File: config.mk
export PLATFORM = sky130hd
export DESIGN_NAME = chacha_stream_ctrl
export DESIGN_NICKNAME = d
export VERILOG_FILES = /design/src/rtl/chacha_stream_ctrl.sv
export SDC_FILE = /design/constraint.sdc
export NUM_CORES = 2
export LEC_CHECK = 0
export ABC_CLOCK_PERIOD_IN_PS = 5200
export CORE_AREA = 2 2 726 728
export DETAILED_ROUTE_END_ITERATION = 10
export DIE_AREA = 0 0 728 730
export GPL_ROUTABILITY_DRIVEN = 0
export PLACE_DENSITY = 0.34
export SYNTH_ARGS = -nofsm -noshare
export SYNTH_HDL_FRONTEND = slang
export SYNTH_SLANG_ARGS = --single-unit
File: constraint.sdc
create_clock -name clk -period 5.2 [get_ports clk]
set_input_delay 0.52 -clock clk [delete_from_list [all_inputs] [get_ports clk]]
set_output_delay 0.52 -clock clk [all_outputs]
set_load 0.03 [all_outputs]
File: src/rtl/chacha_stream_ctrl.sv
// Initiator-side controller for a ChaCha keystream core: requests 512-bit
// blocks, buffers them, and XORs them word by word onto a 32-bit stream.
module chacha_stream_ctrl #(
    parameter logic [4:0] ROUNDS = 5'd20,
    parameter logic       KEYLEN = 1'b1
) (
    input  logic         clk,
    input  logic         reset_n,
    input  logic         cfg_start,
    input  logic [255:0] cfg_key,
    input  logic [63:0]  cfg_nonce,
    input  logic [63:0]  cfg_ctr,
    input  logic         in_valid,
    output logic         in_ready,
    input  logic [31:0]  in_data,
    input  logic         in_last,
    output logic         out_valid,
    input  logic         out_ready,
    output logic [31:0]  out_data,
    output logic         out_last,
    output logic         busy,
    output logic         ctr_wrap,
    output logic         core_init,
    output logic         core_next,
    output logic         core_keylen,
    output logic [4:0]   core_rounds,
    output logic [255:0] core_key,
    output logic [63:0]  core_ctr,
    output logic [63:0]  core_iv,
    output logic [511:0] core_data_in,
    input  logic         core_ready,
    input  logic [511:0] core_data,
    input  logic         core_valid,
    output logic [1:0]   fsm_state
);

    localparam logic [1:0] S_IDLE   = 2'd0;
    localparam logic [1:0] S_REQ    = 2'd1;
    localparam logic [1:0] S_WAIT   = 2'd2;
    localparam logic [1:0] S_STREAM = 2'd3;

    logic [1:0]   state;
    logic [255:0] key_q;
    logic [63:0]  nonce_q;
    logic [63:0]  ctr_q;
    logic [511:0] ks_buf;
    logic [3:0]   idx;
    logic         first;
    logic         accept;
    logic         issue;
    logic [31:0]  ks_word;

    // Handshakes: a word moves on any rising edge where valid && ready; a
    // producer holds valid and data stable until that edge, and ready may
    // depend combinationally on the consumer's state but never on valid.
    assign in_ready = (state == S_STREAM) && (!out_valid || out_ready);
    assign accept   = in_valid && in_ready;
    assign issue    = (state == S_REQ) && core_ready;

    assign core_init    = issue && first;
    assign core_next    = issue && !first;
    assign core_keylen  = KEYLEN;
    assign core_rounds  = ROUNDS;
    assign core_key     = key_q;
    assign core_ctr     = ctr_q;
    assign core_iv      = nonce_q;
    assign core_data_in = '0;
    assign busy         = (state != S_IDLE);
    assign fsm_state    = state;

    // Word 0 sits in the top 32 bits of the block, so ~idx selects the slice.
    assign ks_word = ks_buf[{~idx, 5'b00000} +: 32];

    always_ff @(posedge clk or negedge reset_n) begin
        if (!reset_n) begin
            state    <= S_IDLE;
            key_q    <= '0;
            nonce_q  <= '0;
            ctr_q    <= '0;
            ks_buf   <= '0;
            idx      <= '0;
            first    <= 1'b1;
            ctr_wrap <= 1'b0;
        end else begin
            case (state)
                S_IDLE: begin
                    if (cfg_start) begin
                        key_q    <= cfg_key;
                        nonce_q  <= cfg_nonce;
                        ctr_q    <= cfg_ctr;
                        ctr_wrap <= 1'b0;
                        first    <= 1'b1;
                        state    <= S_REQ;
                    end
                end
                S_REQ: begin
                    if (core_ready) begin
                        first <= 1'b0;
                        state <= S_WAIT;
                    end
                end
                S_WAIT: begin
                    if (core_valid) begin
                        ks_buf <= core_data;
                        idx    <= '0;
                        ctr_q  <= ctr_q + 64'd1;
                        if (&ctr_q) begin
                            ctr_wrap <= 1'b1;
                        end
                        state  <= S_STREAM;
                    end
                end
                S_STREAM: begin
                    if (accept) begin
                        idx <= idx + 4'd1;
                        // A final word ends the message even on a block edge.
                        if (in_last) begin
                            state <= S_IDLE;
                        end else if (idx == 4'd15) begin
                            state <= S_REQ;
                        end
                    end
                end
                default: state <= S_IDLE;
            endcase
        end
    end

    always_ff @(posedge clk or negedge reset_n) begin
        if (!reset_n) begin
            out_valid <= 1'b0;
            out_data  <= '0;
            out_last  <= 1'b0;
        end else if (accept) begin
            out_valid <= 1'b1;
            out_data  <= in_data ^ ks_word;
            out_last  <= in_last;
        end else if (out_ready) begin
            out_valid <= 1'b0;
        end
    end

endmodule
Yosys cells after proc, flatten, opt, wreduce, memory -nomap -nowiden
Cells that the tools add are included.

word-level totals
  logic and storage cells = 70
  latch bits = 0
  register bits = 938
  memories = 0
  output and inout bits = 943
  memory bits (read-only) = 0
  RAM bits = 0

operators by class
  shift operators = 1
  bitwise logic cells = 2
  multiply operators = 0
  div/mod/pow operators = 0
  mux-type cells = 22
  eq/ne operators = 10
  magnitude comparators = 0
  $add $sub $neg = 2
  reductions and logical operators = 22

operators by type and width
  operator                                                         number
  512-bit by 10-bit variable part select with 32-bit output        1
  64-bit two-way mux                                               2
  64-bit one-hot mux with 2 select lines                           1
  64-bit by 1-bit adder with 64-bit output, second input constant  1
  64-bit AND reduction                                             1
  32-bit XOR                                                       1
  2-bit two-way mux                                                6
  2-bit != test, second input constant                             5
  2-bit nonzero test                                               5
  3-bit AND reduction                                              3
  4-bit two-way mux                                                2
  2-bit one-hot mux with 4 select lines                            1
  4-bit one-hot mux with 2 select lines                            1
  1-bit two-way mux                                                7
  1-bit logical AND                                                5
  5-bit AND reduction                                              1
  4-bit by 1-bit adder with 4-bit output, second input constant    1
  2-bit equality test, second input constant                       2
  4-bit equality test, second input constant                       1
  4-bit NOT                                                        1
  1-bit one-hot mux with 2 select lines                            2
  2-bit AND reduction                                              2
  4-bit AND reduction                                              1
  3-bit by 2-bit != test with 1-bit output, second input constant  1
  4 further kinds                                                  5

Logic depth before layout (Yosys ltp)
  depth after elaboration = 6
  depth in mapped cells = 10

Least setup slack after synthesis
No wires, ideal clock.

  kind = register to register
  start = register state[0] (netlist: fsm_state[0])
  end = register ctr_q[44] (netlist: core_ctr[44])
  clock period less this slack = 2.295 ns
  stages on the path, launching flop included = 11
  arrival time = 2.226 ns
  path slack = 2.905 ns
  setup time = 0.069 ns
  data required time = 5.131 ns
  cells stage by stage = dfrtp_1 inv_1 ha_1 buf_2 nand2b_1 o211a_1 buf_2 clkbuf_1 buf_1 nand4_1 nand3_1

between the ends
  longest elaborated chain between the ends = 3
  elaborated cells on any way between the ends = 7

ends and longest elaborated chain
  what                                                           RTL line  text
  from (decl)                                                    42        logic [1:0] state;
  from (signal assigned)                                         76        state <= S_IDLE;
  from (signal assigned)                                         93        state <= S_REQ;
  from (signal assigned)                                         99        state <= S_WAIT;
  2-bit equality test or 2-bit zero test (tied branches)         85        case (state)
  2-bit != test (no line) or 2-bit nonzero test (tied branches)  n/a
  3-bit AND reduction (no line)                                  n/a
  to (signal assigned)                                           90        ctr_q <= cfg_ctr;
  to (signal assigned)                                           106       ctr_q <= ctr_q + 64'd1;
  to (decl)                                                      45        logic [63:0] ctr_q;

Several ways; a longest one is shown, not always the timed one.
A chain may end at the register's enable or synchronous reset.

Final worst setup path
  start = register idx[0]
  end = register out_data[3]

between the ends
  longest elaborated chain between the ends = 3

ends and longest elaborated chain
  what                                                       RTL line  text
  from (decl)                                                47        logic [3:0] idx;
  from (signal assigned)                                     115       idx <= idx + 4'd1;
  4-bit NOT                                                  72        assign ks_word = ks_buf[{~idx, 5'b00000} +: 32];
  512-bit by 10-bit variable part select with 32-bit output  72
  32-bit XOR                                                 136       out_data <= in_data ^ ks_word;
  to (signal assigned)                                       136
  to (decl)                                                  19        output logic [31:0] out_data,

No other way between the ends.

==> qor.csv <==
metric,value,unit
post-place-ws,1.49,ns
cts_max_path_buffers,4,
synth_cells,4469,
grt_pass1_vias,37628,
violations,max-slew violations,
rsz0062_at_grt,false,
yosys_warnings,0,
synthArstFlopShare,1.00,
die_w,728,um
final_nets,6756,
setup_slack,1.68,ns
path_depth,6,
clock_latency,0.86,ns
p_leak,29.3,nW
drc,0,
cap_violations,0,
power_density,673,mW/mm2
yosysTopAreaCellShare,0.519,
fp.dieArea,0.531,mm2
slowest_stage,nor2b_4,
max-vdd-ir-drop,0.391,mV
core_region_area,0.524,mm2
wl_per_cell,25.2,um
met3_usage,0.0475,
dp_cells,12630,
worstHoldPathType,in -> reg,
status,"complete, but fails checks",
netlist-cell-type-count,65,
required,5.86,ns
num_vias,37126,
setup_viol,0,
ant_nets,0,
fillers,59514,
ys_ff_latch,938,
synth_top_area_cell,dfrtp_1,
ff2ff_setup_slack,1.68,ns
timing.slew.headroom,-0.00771,
worstSetupEndpointType,flip-flop,
drtPass1Iterations,5,
first_iter_violations,1984,
worstReg2RegEnd,out_data[3]$_DFFE_PN0P_,
fin_setup_tns,0,ns
clock_sinks,938,
synth-edff-count,0,
syn-cell-area,0.0452,mm2
grt_util_met1,0.107,
yosys-top-cells-count,"nand2_1 (1,619), dfrtp_1 (937), buf_4 (531)",
wl,326000,um
area_growth,56.4,%
crit_type,reg -> reg,
cp_num_buf_inv,1,
busiest_layer,met2,
multi_input_comb_area,0.0189,mm2
fin_hold_ws,0.207,ns
initial_core_util,0.0863,
ff2ff_path_depth,6,
max_stage_delay,1.13,ns
numCtsBuffers,148,
netlist_top_cells_area,"dfrtp_1 (52%), nand2_1 (13%), buf_4 (8.8%)",
root_buffer,clkbuf_16,
fin_cells,12937,
startpoint,idx[0]$_DFFE_PN0P_,
synth.yosys.seq_area_share,0.519,
critPathLaunchType,flip-flop,
grt_overflow,0,
io_pins,1879,
ys.flop_type,dfrtp_1,
rows,266,
fmax,284,MHz
cpLargestDelayFamily,simple AND/OR/NAND/NOR gates,
grt.total_usage,0.118,
vias_per_cell,2.87,
reg2reg_from,idx[0]$_DFFE_PN0P_,
crit_fanout,32,
timing.final.crit_share,0.677,
worst-slew-pin-transition,1.51,ns
cp.arrival,4.18,ns
path_cells,buf_4 > nor2b_4 > a22o_1 > a211oi_1 > xnor2_1 > o21ai_1,
drive_gt1_frac,0.135,
crit_end,out_data[3]$_DFFE_PN0P_,
yosysMostFrequentCell,nand2_1,
seq_area,0.0235,mm2
htreeDepth,4,
synth_area_per_cell,10.1,um2
die_y,730,um
clk_pin_slew_worst_paths,0.06,ns
min_period,3.52,ns
final_util,0.135,
grt_first_pass_wirelength,409000,um
port_buffers,1360,
timing.final.max_slew_violations,32,
cts_tree,built,
use_met2,0.243,
finalHoldViolations,0,
skew,0.0680,ns
grt_max_degree,198,
antenna_found_initial,253,
hpwl,270000,um
post_cts_buffers,0,
## per-stage QoR
step	total power [mW]	instance area, um2
after CTS	49.8	70600
after global routing	50.7	70600
after detailed placement	38.8	65600
after global placement	38.7	65600
after floorplan	25.0	47100
final	47.6	70700
## worst min-delay path by stage
| stage | startpoint | to | slack (ns) | depth (start not counted) |
|---|---|---|---|---|
| after floorplan | reset_n | core_ctr[0]$_DFFE_PN0P_ | 0.22 | 0 |
| after global placement | ks_buf[162]$_DFFE_PN0P_ | ks_buf[162]$_DFFE_PN0P_ | 0.45 | 2 |
| after detailed placement | ks_buf[223]$_DFFE_PN0P_ | ks_buf[223]$_DFFE_PN0P_ | 0.46 | 2 |
| after CTS | core_data[320] | ks_buf[320]$_DFFE_PN0P_ | 0.07 | 3 |
| after global routing | core_data[48] | ks_buf[48]$_DFFE_PN0P_ | 0.14 | 3 |
| final | core_data[197] | ks_buf[197]$_DFFE_PN0P_ | 0.21 | 3 |
## state kept, by name, summed over array words and instances, names as in the netlist
register,cells
fsm_state,2
first,1
out_last,1
core_key,256
ctr_wrap,1
idx,4
core_ctr,64
ks_buf,512
out_valid,1
core_iv,64
out_data,32
## cell type report
| cell class | instances | share of cell area |
|---|---|---|
| tap | 6968 | 0.123 |
| inverter | 20 | 0.00106 |
| clock buffer | 203 | 0.0596 |
| clock inverter | 56 | 0.0101 |
| multi-input combinational | 3261 | 0.267 |
| sequential | 938 | 0.332 |
| timing repair buffer | 1444 | 0.205 |
| antenna | 47 | 0.00166 |
## per-layer routing
layer / up-vias / wire length [um]
met5: - / 1140
met4: 174 / 6790
met1: 18319 / 101000
met2: 1436 / 188000
li1: 16637 / -
met3: 560 / 29000
## timing repair
item | 4_1_cts | 5_1_grt
endpoints found under the hold margin | 26 | 0
gates resized for setup | 0 | 0
hold buffers | 1 | 0
## layout by cell type, fill, tap and decap left out, types with 7 or more instances in the layout
cell	Yosys	routed
clkbuf_8	0	24
and3_1	22	22
diode_2	0	47
nor2_1	72	71
mux2_2	323	323
nand4_1	40	40
nand3_1	47	47
o22ai_2	0	25
o22ai_1	52	27
clkinvlp_4	0	7
a211oi_1	37	37
and4_1	7	7
mux2i_1	70	70
nor3_1	23	22
clkinv_2	0	22
or4_1	8	8
xnor2_1	32	32
conb_1	2	518
o211ai_1	7	7
nor4_1	14	14
clkbuf_1	180	28
or3_1	15	15
buf_12	0	19
o21ai_1	21	21
a22o_1	36	36
a21oi_1	57	57
o21ai_0	41	41
inv_1	20	20
clkbuf_16	0	151
clkdlybuf4s50_1	0	1359
dfrtp_1	937	934
a2bb2oi_1	14	14
inv_6	0	7
mux4_2	96	96
buf_4	531	64
nand2_1	1619	1615
bufinv_16	0	12
## worst reg2reg max path, delay by kind of cell, from the launching register on
family                    cells  cell delay [ns]
AOI/OAI and AO/OA             3             0.54
xor gates and xnor gates      1             0.20
buffers and inverters         1             0.65
DFF                           1             0.86
and+or+nand+nor               1             1.14
## where the power goes
part	switching (mW)	total, mW	internal, mW
sequential	2.78	13.6	10.9
clock	4.25	10.5	6.28
combinational	15.0	23.4	8.42
total	22.0	47.6	25.6
## logic make-up after synthesis
| logic type | count (synthesis) | synth area share |
|---|---|---|
| simple gates | 1909 | 0.173 |
| flops | 938 | 0.519 |
| compound gates | 306 | 0.0452 |
| buf+inv | 786 | 0.111 |
| mux | 489 | 0.144 |
| xor+xnor | 32 | 0.00620 |
| other cells | 2 | 0.000166 |
| fa+ha+maj | 7 | 0.00194 |
Note: power is estimated with default switching activity, not from simulation.
